## config.mk

```make
export PLATFORM = sky130hd
export DESIGN_NAME = tmds_encoder_array
export DESIGN_NICKNAME = d
export VERILOG_FILES = /design/src/rtl/tmds_encoder_array.sv
export SDC_FILE = /design/constraint.sdc
export NUM_CORES = 1
export LEC_CHECK = 0
export BUFFER_PORTS_ARGS = -buffer_cell sky130_fd_sc_hd__buf_2
export CAP_MARGIN = 20
export CORE_MARGIN = 4
export CORE_UTILIZATION = 30
export DETAILED_ROUTE_END_ITERATION = 7
export GPL_TIMING_DRIVEN = 0
export PLACE_DENSITY = 0.45
export SLEW_MARGIN = 20
export SYNTH_ARGS = -nofsm -noshare
export SYNTH_HDL_FRONTEND = slang
export SYNTH_SLANG_ARGS = --single-unit
```

## constraint.sdc

```tcl
create_clock -name clk_pix -period 11.31 [get_ports clk_pix]
set_input_delay 0.5655 -clock clk_pix [delete_from_list [all_inputs] [get_ports clk_pix]]
set_output_delay 0.5655 -clock clk_pix [all_outputs]
set_load 0.01 [all_outputs]
```

## src/rtl/tmds_encoder_array.sv

```systemverilog
// Multi-lane TMDS encoder: 10-stage lookahead delay line, then a two-stage DVI 1.0 encode (E1: q_m, E2: DC balance).
// Optional macro HDMI_GUARD_EN adds HDMI video preamble and leading guard band insertion.
module tmds_encoder_array #(
    parameter int CHANNELS = 3
) (
    input  logic                   clk_pix,
    input  logic                   rst_pix,
    input  logic                   de,
    input  logic [8*CHANNELS-1:0]  din,
    input  logic [2*CHANNELS-1:0]  ctrl,
    output logic [10*CHANNELS-1:0] tmds,
    output logic                   tmds_valid
);
    localparam int DEPTH = 10;
    localparam logic [9:0] SYM_C00    = 10'b1101010100;
    localparam logic [9:0] SYM_C01    = 10'b0010101011;
    localparam logic [9:0] SYM_C10    = 10'b0101010100;
    localparam logic [9:0] SYM_C11    = 10'b1010101011;
    localparam logic [9:0] GUARD_EVEN = 10'b1011001100;
    localparam logic [9:0] GUARD_ODD  = 10'b0100110011;

    function automatic logic [3:0] popcount8(input logic [7:0] v);
        logic [3:0] n;
        n = 4'd0;
        for (int i = 0; i < 8; i++) n = n + {3'b000, v[i]};
        return n;
    endfunction

    function automatic logic [9:0] ctrl_symbol(input logic [1:0] c);
        case (c)
            2'b00:   return SYM_C00;
            2'b01:   return SYM_C01;
            2'b10:   return SYM_C10;
            default: return SYM_C11;
        endcase
    endfunction

    function automatic logic [8:0] encode_qm(input logic [7:0] d);
        logic [3:0] n1;
        logic       use_xnor;
        logic [8:0] q;
        n1       = popcount8(d);
        use_xnor = (n1 > 4'd4) || ((n1 == 4'd4) && !d[0]);
        q        = 9'd0;
        q[0]     = d[0];
        for (int i = 1; i < 8; i++) q[i] = use_xnor ? ~(q[i-1] ^ d[i]) : (q[i-1] ^ d[i]);
        q[8]     = ~use_xnor;
        return q;
    endfunction

    // Disparity math is done modulo 32: the true result always stays inside -16..+15,
    // so the low five bits are exact without sign extension.
    function automatic logic [14:0] encode_video(input logic [8:0] qm, input logic [4:0] disp);
        logic [3:0] n1;
        logic [4:0] bal;
        logic [9:0] sym;
        logic [4:0] nxt;
        n1  = popcount8(qm[7:0]);
        bal = {n1, 1'b0} - 5'd8;
        if ((disp == 5'd0) || (n1 == 4'd4)) begin
            sym = {~qm[8], qm[8], (qm[8] ? qm[7:0] : ~qm[7:0])};
            nxt = qm[8] ? (disp + bal) : (disp - bal);
        end else if ((!disp[4] && (n1 > 4'd4)) || (disp[4] && (n1 < 4'd4))) begin
            sym = {1'b1, qm[8], ~qm[7:0]};
            nxt = disp + {3'b000, qm[8], 1'b0} - bal;
        end else begin
            sym = {1'b0, qm[8], qm[7:0]};
            nxt = disp - {3'b000, ~qm[8], 1'b0} + bal;
        end
        return {sym, nxt};
    endfunction

    // Stage k (0-based) holds the input sampled k+1 edges ago; stage DEPTH-1 is S.
    logic [DEPTH-1:0]      de_dl_q;
    logic [8*CHANNELS-1:0] din_dl_q  [DEPTH];
    logic [2*CHANNELS-1:0] ctrl_dl_q [DEPTH];
    logic [3:0]            vcnt_q;

    always_ff @(posedge clk_pix) begin
        if (rst_pix) begin
            de_dl_q <= '0;
            for (int k = 0; k < DEPTH; k++) begin
                din_dl_q[k]  <= '0;
                ctrl_dl_q[k] <= '0;
            end
        end else begin
            de_dl_q      <= {de_dl_q[DEPTH-2:0], de};
            din_dl_q[0]  <= din;
            ctrl_dl_q[0] <= ctrl;
            for (int k = 1; k < DEPTH; k++) begin
                din_dl_q[k]  <= din_dl_q[k-1];
                ctrl_dl_q[k] <= ctrl_dl_q[k-1];
            end
        end
    end

    always_ff @(posedge clk_pix) begin
        if (rst_pix)                vcnt_q <= 4'd0;
        else if (vcnt_q != 4'd12)   vcnt_q <= vcnt_q + 4'd1;
    end

    assign tmds_valid = (vcnt_q == 4'd12);

    logic guard;
    logic preamble;
`ifdef HDMI_GUARD_EN
    // S still carries reset contents until ten post-reset edges have passed; no
    // preamble or guard may be built on top of those slots.
    logic s_live;
    assign s_live   = (vcnt_q >= 4'd10);
    assign guard    = s_live && !de_dl_q[DEPTH-1] && (de_dl_q[DEPTH-2] || de_dl_q[DEPTH-3]);
    assign preamble = s_live && !de_dl_q[DEPTH-1] && !guard && (|{de_dl_q[DEPTH-4:0], de});
`else
    assign guard    = 1'b0;
    assign preamble = 1'b0;
`endif

    logic [8:0] qm_d  [CHANNELS];
    logic [8:0] qm_q  [CHANNELS];
    logic [9:0] sym_d [CHANNELS];
    logic [9:0] sym_q [CHANNELS];
    logic       vid_q;
    logic [1:0] lane_ctrl;

    always_comb begin
        lane_ctrl = 2'b00;
        for (int l = 0; l < CHANNELS; l++) begin
            qm_d[l]   = encode_qm(din_dl_q[DEPTH-1][8*l +: 8]);
            lane_ctrl = ctrl_dl_q[DEPTH-1][2*l +: 2];
            if (preamble && (l == 1)) lane_ctrl = 2'b01;
            if (preamble && (l == 2)) lane_ctrl = 2'b00;
            if (guard) sym_d[l] = ((l % 2) == 0) ? GUARD_EVEN : GUARD_ODD;
            else       sym_d[l] = ctrl_symbol(lane_ctrl);
        end
    end

    always_ff @(posedge clk_pix) begin
        if (rst_pix) begin
            vid_q <= 1'b0;
            for (int l = 0; l < CHANNELS; l++) begin
                qm_q[l]  <= 9'd0;
                sym_q[l] <= SYM_C00;
            end
        end else begin
            vid_q <= de_dl_q[DEPTH-1];
            qm_q  <= qm_d;
            sym_q <= sym_d;
        end
    end

    logic [10*CHANNELS-1:0] tmds_d;
    logic [10*CHANNELS-1:0] tmds_q;
    logic [4:0]             disp_d [CHANNELS];
    logic [4:0]             disp_q [CHANNELS];
    logic [14:0]            enc;

    always_comb begin
        tmds_d = '0;
        enc    = 15'd0;
        for (int l = 0; l < CHANNELS; l++) begin
            disp_d[l] = 5'd0;
            if (vid_q) begin
                enc                 = encode_video(qm_q[l], disp_q[l]);
                tmds_d[10*l +: 10]  = enc[14:5];
                disp_d[l]           = enc[4:0];
            end else begin
                tmds_d[10*l +: 10]  = sym_q[l];
            end
        end
    end

    always_ff @(posedge clk_pix) begin
        if (rst_pix) begin
            tmds_q <= {CHANNELS{SYM_C00}};
            for (int l = 0; l < CHANNELS; l++) disp_q[l] <= 5'd0;
        end else begin
            tmds_q <= tmds_d;
            disp_q <= disp_d;
        end
    end

    assign tmds = tmds_q;

endmodule

```

==> results.json <==
{
  "status": "completed",
  "dieArea_sq_um": 51200,
  "gr-usage-all-layers": 0.0970,
  "fin_area_sq_um": 16900,
  "fin_skew_ps": 19.8,
  "crit_path_end_kind": "flip-flop",
  "cts.hold.buffers_added": 0,
  "use_met2": 0.168,
  "yosysSeqAreaShare": 0.551,
  "synth_area_leaders": "dfxtp_1 55%, nor2b_1 14%, ha_1 5.7%, fa_1 5.5%, xnor2_1 3.5%",
  "avgSynthCellArea_sq_um": 11.1,
  "slowest_stage": "fa_1",
  "layout-drive-gt1-share": 0.105,
  "netlist_area_sq_um": 14300,
  "crit_top_cell": "fa_1",
  "path_class": "flip-flop to flip-flop",
  "rsz0062_at_grt": "false",
  "powerDensity_nw_per_um2": 173,
  "yosysTopAreaCell": "dfxtp_1",
  "arrival_ps": 4960,
  "drtIter0Drc": 225,
  "die-height_microns": 226,
  "ys_seq_elements": 393,
  "ir_drop_mv": 0.106,
  "vias": 7935,
  "area_delta_synth_final_pct": 18.2,
  "worstSkewPairLatency_ps": 550,
  "grt_first_pass_wirelength_microns": 40000,
  "place_congestion": 0.755,
  "slew_violations": 0,
  "min_period_ps": 4550,
  "yosysUniqueCellTypes": 43,
  "grt_pass1_vias": 8042,
  "place_area_sq_um": 15400,
  "final_common_cell": "dfxtp_1",
  "finish.utilization": 0.360,
  "synth_flop_cell": "dfxtp_1",
  "min_period_over_period": 0.403,
  "setup_tns_ps": 0,
  "numCtsBuffers": 43,
  "dp_hpwl_microns": 18200,
  "grtUsageMet1": 0.119,
  "vias_per_cell": 3.90,
  "drc": 0,
  "cp_max_fo": 6,
  "r2r-start": "qm_q[0]",
  "crit_required_ps": 11720,
  "synth-async-reset-ratio": 0,
  "path_clk_slew_ps": 60,
  "htree_levels": 2,
  "maxSlewHeadroom": 0.444,
  "grt.overflow.total": 0,
  "die_w_microns": 226,
  "total_power_mw": 2.92,
  "holdWs_ps": 219,
  "hold_start": "din[17]",
  "synthCells": 1284,
  "grt_busiest_layer": "met2",
  "met3_usage": 0.0227,
  "finalSetupViolCount": 0,
  "cts_repair_resize_count": 0,
  "crit_path_start_kind": "flip-flop",
  "dr.pass1.iters": 4,
  "path_buf_inv": 3,
  "fmax_ghz": 0.220,
  "n_fill_cell": 4779,
  "portBuffers": 63,
  "synth_warnings": 0,
  "rows": 79,
  "postRouteWirelength_microns": 24300,
  "netlist.area_leader.share": 0.551,
  "final_antenna_net_count": 0,
  "coreArea_sq_um": 46900,
  "post_cts_buffers": 0,
  "max_cap_viol_count": 0,
  "wire_per_inst_microns": 12.0,
  "leakagePower_nw": 7.03,
  "num_io_pins": 64,
  "max_stage_delay_ps": 540,
  "cts_root_buf": "clkbuf_16",
  "antenna_found_initial": 0,
  "crit_family": "adder cells",
  "cts_tree": "yes",
  "worstMarginPinSlew_ps": 834,
  "synth_edf_count": 0,
  "min_path_type": "input port to flip-flop",
  "clockBufferDepth": 3,
  "grt_max_degree": 15,
  "crit_start": "qm_q[0]",
  "num-nets-final": 1529,
  "path_cells": "fa_1, inv_1, fa_1, fa_1, inv_1, ha_1, fa_1, xor2_1, ha_1, inv_1, ha_1, o21a_1, or3_1, a32oi_1, o31ai_1",
  "final_cell_mix": "393 x dfxtp_1, 326 x nor2b_1, 104 x inv_1",
  "cts_sinks": 393,
  "syn_nets": 1421,
  "initial_core_util": 0.305,
  "hold_violations": 0
}
## flip-flops by register name (all words and copies together), names as in the netlist
register / count
tmds: 30
vcnt_q: 4
sym_q: 9
din_dl_q: 240
disp_q: 12
ctrl_dl_q: 60
de_dl_q: 10
vid_q: 1
qm_q: 27
## stage by stage
step | cells | setup WS [ps]
6_report | 2034 | 6760
3_5_place_dp | 1954 | 6750
4_1_cts | 2033 | 6750
2_1_floorplan | 1284 | 7060
5_1_grt | 2033 | 6470
3_3_place_gp | 1954 | 6780
## cell usage after synthesis (all sizes together) (4+ instances only)
master / number
nand2: 16
o31a: 9
nor3b: 6
nor2b: 326
xor2: 31
dfxtp: 393
inv: 104
a21oi: 40
clkbuf: 48
nor2: 35
ha: 65
o21ai: 12
a21o: 9
buf: 4
nand2b: 4
nand4: 9
a211o: 6
nand3: 7
fa: 39
or3: 6
o311a: 9
a211oi: 4
a31oi: 7
mux2i: 7
xnor2: 57
## path summary, 6_finish.rpt
check	to	depth (start not counted)	slack, ps
worst min register to register	din_dl_q[1][22]	1	420
worst max register to register	disp_q[4]	15	6760
worst max-delay path	disp_q[4]	15	6760
worst min-delay path	din_dl_q[0][17]	2	220
## metal layers
| metal | up-vias | share of wire |
|---|---|---|
| met5 | - | 0 |
| met4 | 0 | 0.027 |
| met3 | 54 | 0.049 |
| met2 | 134 | 0.47 |
| met1 | 3489 | 0.45 |
| li1 | 4258 | - |
## where the power goes
part           internal [mW]  switching [mW]
clock network          0.895           0.551
registers               1.40         0.00527
logic                 0.0270          0.0399
## area by class of cell
cell class,count,area [sq um],area share
Buffer,52,218,0.0129
Multi-Input combinational cell,735,5810,0.344
Clock buffer,56,1200,0.0714
Tap cell,607,759,0.0450
Sequential cell,393,7870,0.466
Inverter,104,390,0.0231
Clock inverter,23,315,0.0187
Timing Repair Buffer,63,315,0.0187
Antenna cell,1,2.50,0.000148
## cell families after synthesis
family                   Yosys count  synth area share
AND/OR/NAND/NOR                  420             0.176
XOR/XNOR                          90            0.0571
adder cells (fa/ha/maj)          104             0.112
buffers and inverters            156            0.0426
multiplexers                      10           0.00727
AO/OA/AOI/OAI                    111            0.0547
flip-flops                       393             0.551
## worst register-to-register path, cell delays in order (launching register included)
cell,delay [ps]
dfxtp_1,330
fa_1,540
inv_1,50
fa_1,450
fa_1,490
inv_1,40
ha_1,200
fa_1,380
xor2_1,490
ha_1,350
inv_1,80
ha_1,260
o21a_1,130
or3_1,340
a32oi_1,210
o31ai_1,90
Power figures use the tool's default switching activity.
